File: config.mk
export PLATFORM = sky130hd
export DESIGN_NAME = alu_arbiter_flat
export DESIGN_NICKNAME = d
export VERILOG_FILES = /design/src/rtl/alu_arbiter_if.sv /design/src/rtl/alu_arbiter.sv /design/src/flat_wrapper.sv
export SDC_FILE = /design/constraint.sdc
export NUM_CORES = 1
export LEC_CHECK = 0
export ABC_AREA = 1
export CAP_MARGIN = 20
export CELL_PAD_IN_SITES_DETAIL_PLACEMENT = 2
export CELL_PAD_IN_SITES_GLOBAL_PLACEMENT = 2
export CORE_ASPECT_RATIO = 1.25
export CORE_UTILIZATION = 19
export CTS_CLUSTER_DIAMETER = 30
export DETAILED_ROUTE_END_ITERATION = 7
export PLACE_DENSITY = 0.81
export SETUP_SLACK_MARGIN = 0.3
export SKIP_LAST_GASP = 1
export SYNTH_ARGS = -nofsm -noshare
export SYNTH_HDL_FRONTEND = slang
export SYNTH_SLANG_ARGS = --single-unit
File: constraint.sdc
create_clock -name clk -period 1.7 [get_ports clk]
set_clock_uncertainty 0.2 [all_clocks]
set_input_delay 0.255 -clock clk [delete_from_list [all_inputs] [get_ports clk]]
set_output_delay 0.255 -clock clk [all_outputs]
set_load 0.05 [all_outputs]
File: src/rtl/alu_arbiter_if.sv
// Request/response bus between the two ALU requesters and alu_arbiter.
//   req{0,1}_*  : operation request channels (valid/ready, operands, function)
//   rsp{0,1}_*  : per-requester result valid/ready
//   rsp_data    : captured result, shared by both response channels
// slave modport is the arbiter side; master modport is the requester side.
interface alu_arbiter_if #(
  parameter int WIDTH = 32
) ();
  logic             req0_valid, req0_ready, req1_valid, req1_ready;
  logic [WIDTH-1:0] req0_a, req0_b, req1_a, req1_b;
  logic [2:0]       req0_f, req1_f;
  logic             rsp0_valid, rsp0_ready, rsp1_valid, rsp1_ready;
  logic [WIDTH-1:0] rsp_data;

  modport slave (
    input  req0_valid, req0_a, req0_b, req0_f,
    input  req1_valid, req1_a, req1_b, req1_f,
    output req0_ready, req1_ready,
    output rsp0_valid, rsp1_valid, rsp_data,
    input  rsp0_ready, rsp1_ready
  );

  modport master (
    output req0_valid, req0_a, req0_b, req0_f,
    output req1_valid, req1_a, req1_b, req1_f,
    input  req0_ready, req1_ready,
    input  rsp0_valid, rsp1_valid, rsp_data,
    output rsp0_ready, rsp1_ready
  );
endinterface

File: src/rtl/alu_arbiter.sv
// Round-robin arbiter/sequencer sharing one combinational ALU between two
// requesters. A granted op is registered onto alu_a/b/f, held LAT cycles,
// alu_y is captured into rsp_data and returned on the owner's response channel.
//   clk, rst    : clock, synchronous active-high reset
//   bus         : request/response channels (slave side)
//   alu_a/b/f   : registered ALU operands/function; alu_y : ALU result
//   busy        : not idle; last_grant : most recent grantee
//   op_count    : completed operations (wrapping)
module alu_arbiter #(
  parameter int WIDTH = 32,
  parameter int LAT   = 1
) (
  input  logic             clk,
  input  logic             rst,
  alu_arbiter_if.slave     bus,
  output logic [WIDTH-1:0] alu_a,
  output logic [WIDTH-1:0] alu_b,
  output logic [2:0]       alu_f,
  input  logic [WIDTH-1:0] alu_y,
  output logic             busy,
  output logic             last_grant,
  output logic [15:0]      op_count
);
  typedef enum logic [1:0] {IDLE, EXEC, RESP} state_e;

  state_e           state_q, state_d;
  logic [2:0]       cnt_q, cnt_d;
  logic             owner_q, owner_d, last_grant_q, last_grant_d;
  logic [WIDTH-1:0] alu_a_q, alu_a_d, alu_b_q, alu_b_d, rsp_data_q, rsp_data_d;
  logic [2:0]       alu_f_q, alu_f_d;
  logic [15:0]      op_count_q, op_count_d;
  logic [1:0]       req_vld, req_rdy, rsp_rdy;
  logic             gnt, rsp_done;

  assign req_vld = {bus.req1_valid, bus.req0_valid};
  assign rsp_rdy = {bus.rsp1_ready, bus.rsp0_ready};

  // Lone requester wins; on a tie the one not granted last time wins.
  always_comb begin
    gnt = req_vld[1];
    if (&req_vld) gnt = ~last_grant_q;
    req_rdy = 2'b00;
    if (state_q == IDLE && !rst && |req_vld) req_rdy[gnt] = 1'b1;
  end

  assign rsp_done = (state_q == RESP) && rsp_rdy[owner_q];

  always_comb begin
    state_d      = state_q;
    cnt_d        = cnt_q;
    owner_d      = owner_q;
    last_grant_d = last_grant_q;
    alu_a_d      = alu_a_q;
    alu_b_d      = alu_b_q;
    alu_f_d      = alu_f_q;
    rsp_data_d   = rsp_data_q;
    op_count_d   = op_count_q;
    case (state_q)
      IDLE: if (|req_rdy) begin
        state_d      = EXEC;
        owner_d      = gnt;
        last_grant_d = gnt;
        cnt_d        = 3'(LAT);
        alu_a_d      = gnt ? bus.req1_a : bus.req0_a;
        alu_b_d      = gnt ? bus.req1_b : bus.req0_b;
        alu_f_d      = gnt ? bus.req1_f : bus.req0_f;
      end
      EXEC: begin
        cnt_d = cnt_q - 3'd1;
        // Last hold cycle: ALU has seen stable inputs for LAT cycles.
        if (cnt_q == 3'd1) begin
          rsp_data_d = alu_y;
          state_d    = RESP;
        end
      end
      RESP: if (rsp_done) begin
        op_count_d = op_count_q + 16'd1;
        state_d    = IDLE;
      end
      default: state_d = IDLE;
    endcase
  end

  always_ff @(posedge clk) begin
    if (rst) begin
      state_q      <= IDLE;
      cnt_q        <= 3'd0;
      owner_q      <= 1'b0;
      last_grant_q <= 1'b1;
      alu_a_q      <= '0;
      alu_b_q      <= '0;
      alu_f_q      <= 3'd0;
      rsp_data_q   <= '0;
      op_count_q   <= 16'd0;
    end else begin
      state_q      <= state_d;
      cnt_q        <= cnt_d;
      owner_q      <= owner_d;
      last_grant_q <= last_grant_d;
      alu_a_q      <= alu_a_d;
      alu_b_q      <= alu_b_d;
      alu_f_q      <= alu_f_d;
      rsp_data_q   <= rsp_data_d;
      op_count_q   <= op_count_d;
    end
  end

  assign bus.req0_ready = req_rdy[0];
  assign bus.req1_ready = req_rdy[1];
  assign bus.rsp0_valid = (state_q == RESP) && !owner_q;
  assign bus.rsp1_valid = (state_q == RESP) &&  owner_q;
  assign bus.rsp_data   = rsp_data_q;
  assign alu_a          = alu_a_q;
  assign alu_b          = alu_b_q;
  assign alu_f          = alu_f_q;
  assign busy           = (state_q != IDLE);
  assign last_grant     = last_grant_q;
  assign op_count       = op_count_q;
endmodule
File: src/flat_wrapper.sv
// flat-port wrapper written by rule: the top's interface ports become plain ports
module alu_arbiter_flat 
#(
  parameter int WIDTH = 32,
  parameter int LAT   = 1
)
  (clk, rst, alu_a, alu_b, alu_f, alu_y, busy, last_grant, op_count, bus_req0_valid, bus_req0_a, bus_req0_b, bus_req0_f, bus_req1_valid, bus_req1_a, bus_req1_b, bus_req1_f, bus_req0_ready, bus_req1_ready, bus_rsp0_valid, bus_rsp1_valid, bus_rsp_data, bus_rsp0_ready, bus_rsp1_ready);
  alu_arbiter_if #(.WIDTH(WIDTH)) bus_i ();
  input  logic clk;
  input  logic rst;
  output logic [WIDTH-1:0] alu_a;
  output logic [WIDTH-1:0] alu_b;
  output logic [2:0] alu_f;
  input  logic [WIDTH-1:0] alu_y;
  output logic busy;
  output logic last_grant;
  output logic [15:0] op_count;
  input wire logic [$bits(bus_i.req0_valid)-1:0] bus_req0_valid;
  input wire logic [$bits(bus_i.req0_a)-1:0] bus_req0_a;
  input wire logic [$bits(bus_i.req0_b)-1:0] bus_req0_b;
  input wire logic [$bits(bus_i.req0_f)-1:0] bus_req0_f;
  input wire logic [$bits(bus_i.req1_valid)-1:0] bus_req1_valid;
  input wire logic [$bits(bus_i.req1_a)-1:0] bus_req1_a;
  input wire logic [$bits(bus_i.req1_b)-1:0] bus_req1_b;
  input wire logic [$bits(bus_i.req1_f)-1:0] bus_req1_f;
  output wire logic [$bits(bus_i.req0_ready)-1:0] bus_req0_ready;
  output wire logic [$bits(bus_i.req1_ready)-1:0] bus_req1_ready;
  output wire logic [$bits(bus_i.rsp0_valid)-1:0] bus_rsp0_valid;
  output wire logic [$bits(bus_i.rsp1_valid)-1:0] bus_rsp1_valid;
  output wire logic [$bits(bus_i.rsp_data)-1:0] bus_rsp_data;
  input wire logic [$bits(bus_i.rsp0_ready)-1:0] bus_rsp0_ready;
  input wire logic [$bits(bus_i.rsp1_ready)-1:0] bus_rsp1_ready;
  assign bus_i.req0_valid = bus_req0_valid;
  assign bus_i.req0_a = bus_req0_a;
  assign bus_i.req0_b = bus_req0_b;
  assign bus_i.req0_f = bus_req0_f;
  assign bus_i.req1_valid = bus_req1_valid;
  assign bus_i.req1_a = bus_req1_a;
  assign bus_i.req1_b = bus_req1_b;
  assign bus_i.req1_f = bus_req1_f;
  assign bus_req0_ready = bus_i.req0_ready;
  assign bus_req1_ready = bus_i.req1_ready;
  assign bus_rsp0_valid = bus_i.rsp0_valid;
  assign bus_rsp1_valid = bus_i.rsp1_valid;
  assign bus_rsp_data = bus_i.rsp_data;
  assign bus_i.rsp0_ready = bus_rsp0_ready;
  assign bus_i.rsp1_ready = bus_rsp1_ready;
  alu_arbiter #(.WIDTH(WIDTH), .LAT(LAT)) u_core (.clk(clk), .rst(rst), .bus(bus_i), .alu_a(alu_a), .alu_b(alu_b), .alu_f(alu_f), .alu_y(alu_y), .busy(busy), .last_grant(last_grant), .op_count(op_count));
endmodule
# Yosys cells after proc, flatten, opt, wreduce, memory -nomap -nowiden
# Cells that the tools add are included.
# totals
ff_bits	122
input_bits	172
out_inout_bits	121
# classes
add_sub_neg	2
n_lt_le_gt_ge	3
eq_ne	6
muxes	15
bitwise	1
n_reduce_logical	19
# op_table
operator	n
$mux 32	2
$add 16x1->16 const B	1
$reduce_and 2->1	5
$mux 2	4
$logic_and 1x1->1	6
$mux 3	2
$pmux 2 s3	1
$pmux 3 s2	1
$lt 1x2->1 const B	2
$mux 1	4
$ne 2x1->1 const B	2
$reduce_bool 2->1	2
$reduce_or 2->1	2
$eq 3x1->1 const B	1
$reduce_and 3->1	1
$sub 3x1->3 const B	1
$eq 2x1->1 const B	1
$eq 2x2->1 const B	1
$logic_not 1->1	2
$logic_not 2->1	1
$ne 2x2->1 const B	1
$demux 1 s1	1
$ge 1x1->1 const B	1
$not 1->1	1

# Longest topological paths before layout
# logic_depth
word_depth	10
depth_mapped	9
mapped_depth_nobuf	9

# Worst setup path after synthesis
# Ideal clock, no wire load.
# synth_path
kind	register -> output
start	reg u_core.last_grant_q, in the netlist u_core.last_grant
end	out bus_req0_ready
arrival_time_ns	1.776
setup_slack_ns	-0.531
stages_incl_launch_ff	6
path_buffers	1
path_cell_list	dfxtp_1 nand2_1 nand2_1 inv_2 buf_2 nor2_1
# synth_between
elab_chain_len	7
# synth_lines
element	line	source
start: declaration	alu_arbiter.sv:28	logic owner_q, owner_d, last_grant_q, last_grant_d;
start signal: assignment	alu_arbiter.sv:99	last_grant_q <= last_grant_d;
$not 1->1 *	alu_arbiter.sv:41	if (&req_vld) gnt = ~last_grant_q;
$mux 1 *	alu_arbiter.sv:41	
$lt 1x2->1 (implied by the code) or $ge 1x1->1 (tied branches)	alu_arbiter.sv:43	if (state_q == IDLE && !rst && |req_vld) req_rdy[gnt] = 1'b1;
$logic_and 1x1->1 (implied by the code)	alu_arbiter.sv:43	
$mux 1 (implied by the code)	alu_arbiter.sv:43	
$demux 1 s1 *	n/a	
$mux 2 *	alu_arbiter.sv:43	
end: declaration	flat_wrapper.sv:26	output wire logic [$bits(bus_i.req0_ready)-1:0] bus_req0_ready;
# Every way passes the cells marked *; elsewhere a longest branch is shown, timed or not.

# Final worst setup path
# layout_path
start	reg u_core.state_q[0]
end	reg u_core.rsp_data_q[11], in the netlist u_core.bus.rsp_data[11]
# layout_between
elab_chain_len	2
# layout_lines
element	line	source
start: declaration	alu_arbiter.sv:26	state_e state_q, state_d;
start signal: assignment	alu_arbiter.sv:96	state_q <= state_d;
$eq 2x1->1	alu_arbiter.sv:58	case (state_q)
$reduce_and 2->1 (no source line)	n/a	
end signal: assignment	alu_arbiter.sv:103	rsp_data_q <= rsp_data_d;
end: declaration	alu_arbiter.sv:29	logic [WIDTH-1:0] alu_a_q, alu_a_d, alu_b_q, alu_b_d, rsp_data_q, rsp_data_d;
# No other way between the ends.
# A chain may end at the register's enable or synchronous reset.

==> results.cfg <==
[power]
clkPwrFrac_pct = 37.6
sw_frac_of_total_pct = 32.7
vdd_ir_drop_max_mv = 0.443
p_comb_share_pct = 31.9
p_int_mw = 7.11
p_seq_share_pct = 30.5
p_leak_nw = 5.41
switchingPower_mw = 3.45
power.density_mw_per_mm2 = 840

[place]
place_hpwl_um = 17500
dpl_cell_area_mm2 = 0.00915
io_buffers = 292
routabilityCongestion = 0.745

[cts]
tritoncts = yes
cts-htree-levels = 4
clock-sinks = 122
clockBufferDepth = 2
insertion_delay_ns = 0.43
clockRootBuffer = clkbuf_16
clk_pin_slew_ns = 0.07
cts-buffers-inserted = 17

[floorplanning]
start_util_pct = 19.5
dieArea_mm2 = 0.0293
coreArea_mm2 = 0.0279
io_pins = 293
die_h_um = 191
dieWidth_um = 153
std_cell_rows = 68

[layout]
design_area_mm2 = 0.0126
drive_gt1_share_pct = 46.5
nets = 1405
syn_to_final_growth_pct = 131

[global_route]
track_usage_pct = 20.3
grt_pass1_vias = 8022
grt_overflow = 0
antenna_found_initial = 3
grt_pass1_wl_um = 44700
grt_max_degree = 74

[worst_setup_path]
crit_chain = buf_4, nand2_1, nor3_4, buf_6, buf_12, buf_16, o21ai_2, nor2_1
startpoint = u_core.state_q[0]
worst_path_max_delay_cell = dfxtp_2
path_class = flop to flop
crit_path_end_kind = flop
critPathMaxFanout = 8
cp.arrival_ns = 2.06
reg2reg_from = u_core.state_q[0]
startpoint_type = flop
cp_data_required_time_ns = 1.80
max_stage_delay_ns = 0.37

[logic_synthesis]
yosysSeqAreaShare_pct = 44.9
synth_largest_area_cell = dfxtp_1
synth_area_leaders = dfxtp_1 45%, nand2_1 27%, a21oi_1 6.9%
yosysWarnings = 0
syn_nets = 1013
synth.avg_cell_area_um2 = 6.49
synthCells = 838
syn_area_mm2 = 0.00544
synth_top_area_share_pct = 44.9
synth_cell_type_count = 25
synth-seq-cells = 122

[route]
wl_met2_um = 18900
met1_length_um = 11200
wl_per_cell_um = 20.7
routed_via_density = 4.55
route.met3.wl_um = 1810
ant_nets = 0
first_pass_iters = 4
drt_iter0_drc = 163
drt-total-wl_um = 33000
drc = 0
top_layer = met5
vias = 7263

[timing]
slew_headroom_pct = 65.3
worstMarginPinSlew_ns = 0.520
timing.final.ws_setup_ns = -0.255
period_minus_slack_ns = 1.95
drv_slew = 0
setup_viol = 99
max_freq_mhz = 512
hold_violations = 0
rsz0062_at_grt = true
holdWs_ns = 0.187
final.period_utilization_pct = 115

[worst_hold_path]
hp-start = rst
hp-class = input pin to flop

[outcome]
violations = negative setup slack
status = finished, violations left

[run]
maxCapViolCount = 0
## registers in the layout (all words and copies together) (netlist names)
| name | count |
|---|---|
| u_core.bus.rsp_data | 32 |
| u_core.last_grant | 1 |
| u_core.op_count | 16 |
| u_core.cnt_q | 3 |
| u_core.owner_q | 1 |
| u_core.alu_f | 3 |
| u_core.alu_a | 32 |
| u_core.alu_b | 32 |
| u_core.state_q | 2 |
## metrics by stage
step | power (mW) | TNS, ns | utilization [%] | worst slack (ns) | instances
4_1_cts | 10.2 | -5.37 | 40.9 | -0.225 | 1551
3_3_place_gp | 5.45 | -20.59 | 32.8 | -0.374 | 1458
3_5_place_dp | 5.51 | -27.44 | 32.8 | -0.424 | 1458
5_1_grt | 11.0 | -17.82 | 45.1 | -0.313 | 1595
2_1_floorplan | 4.40 | -0.0278 | - | -0.0278 | 838
6_report | 10.6 | -11.41 | 45.1 | -0.255 | 1595
## cells in the final DEF (no fill, tap or decap), drive strengths merged
| master | n |
|---|---|
| clkbuf | 22 |
| diode | 2 |
| a21oi | 75 |
| nor2 | 103 |
| nand3 | 9 |
| nor3 | 4 |
| ha | 3 |
| clkdlybuf4s50 | 168 |
| bufinv | 3 |
| nand2 | 389 |
| o21bai | 1 |
| o211ai | 1 |
| a211oi | 1 |
| dlygate4sd2 | 2 |
| dfxtp | 122 |
| o21ai | 40 |
| inv | 35 |
| buf | 247 |
| clkinv | 6 |
| o21a | 1 |
| clkinvlp | 3 |
| nand4 | 7 |
| bufbuf | 1 |
## worst paths after layout
check                           depth (start not counted)  slack, ns                      end
worst max register to register                          8      -0.25  u_core.bus.rsp_data[11]
worst min-delay path                                    3       0.19        u_core.state_q[0]
worst min register to register                          2       0.28         u_core.alu_b[28]
worst max-delay path                                    8      -0.25  u_core.bus.rsp_data[11]
## cells by family (layout without fill, tap and decap cells)
kind of cell	after synthesis	in the layout	synth area share, %
AO/OA/AOI/OAI	119	119	11.1
adder cells (fa/ha/maj)	3	3	0.690
buffers and inverters	82	487	6.58
flip-flops	122	122	44.9
other	0	2	0
AND/OR/NAND/NOR	512	512	36.7
## repair_timing
item,4_1_cts,5_1_grt
pin swaps,58,31
cloned,16,2
setup buffers,45,40
hold buffers,0,0
resized for setup,276,263
endpoints found under the setup margin,242,240
## power groups by stage
stage	combinational, mW	sequential [mW]	clock [mW]
finish	3.37	3.22	3.97
global route	3.54	3.23	4.18
CTS	2.96	3.17	4.04
detailed placement	2.30	3.21	0
global placement	2.25	3.20	0
floorplan	0.673	3.73	0
## critical path: cells and delay by family, from the launching register on
family	cells	cell delay, ns
buf+inv	4	0.55
flops	1	0.37
simple gates	3	0.66
compound gates	1	0.06
## cells in the mapped netlist
master	number
nand2_4	1
inv_2	4
inv_1	31
dfxtp_1	122
a21oi_1	75
nor3_4	1
o21a_1	1
nand4_1	7
nand2_2	2
buf_4	4
o211ai_1	1
nor2_1	100
clkbuf_1	20
o21bai_1	1
nand2_1	386
buf_6	1
ha_1	3
o21ai_1	1
nor3_1	3
nand3_1	9
buf_2	22
nor2_4	2
a211oi_1	1
o21ai_0	39
nor2_2	1
## layout make-up
cell class	instances	area [um^2]
Inverter	35	168
Timing Repair Buffer	420	5300
Multi-Input combinational cell	634	3390
Clock buffer	20	467
Sequential cell	122	2660
Clock inverter	12	163
Antenna cell	2	5.00
Fill cell	2992	15300
Tap cell	350	438
## layer usage
metal / GRT usage [%] / up-vias
met4: 7.96 / 2
met2: 40.7 / 225
met1: 19.0 / 3575
met3: 6.12 / 56
li1: - / 3405
met5: 0 / -
No activity file was read; power rests on OpenSTA's default activity.
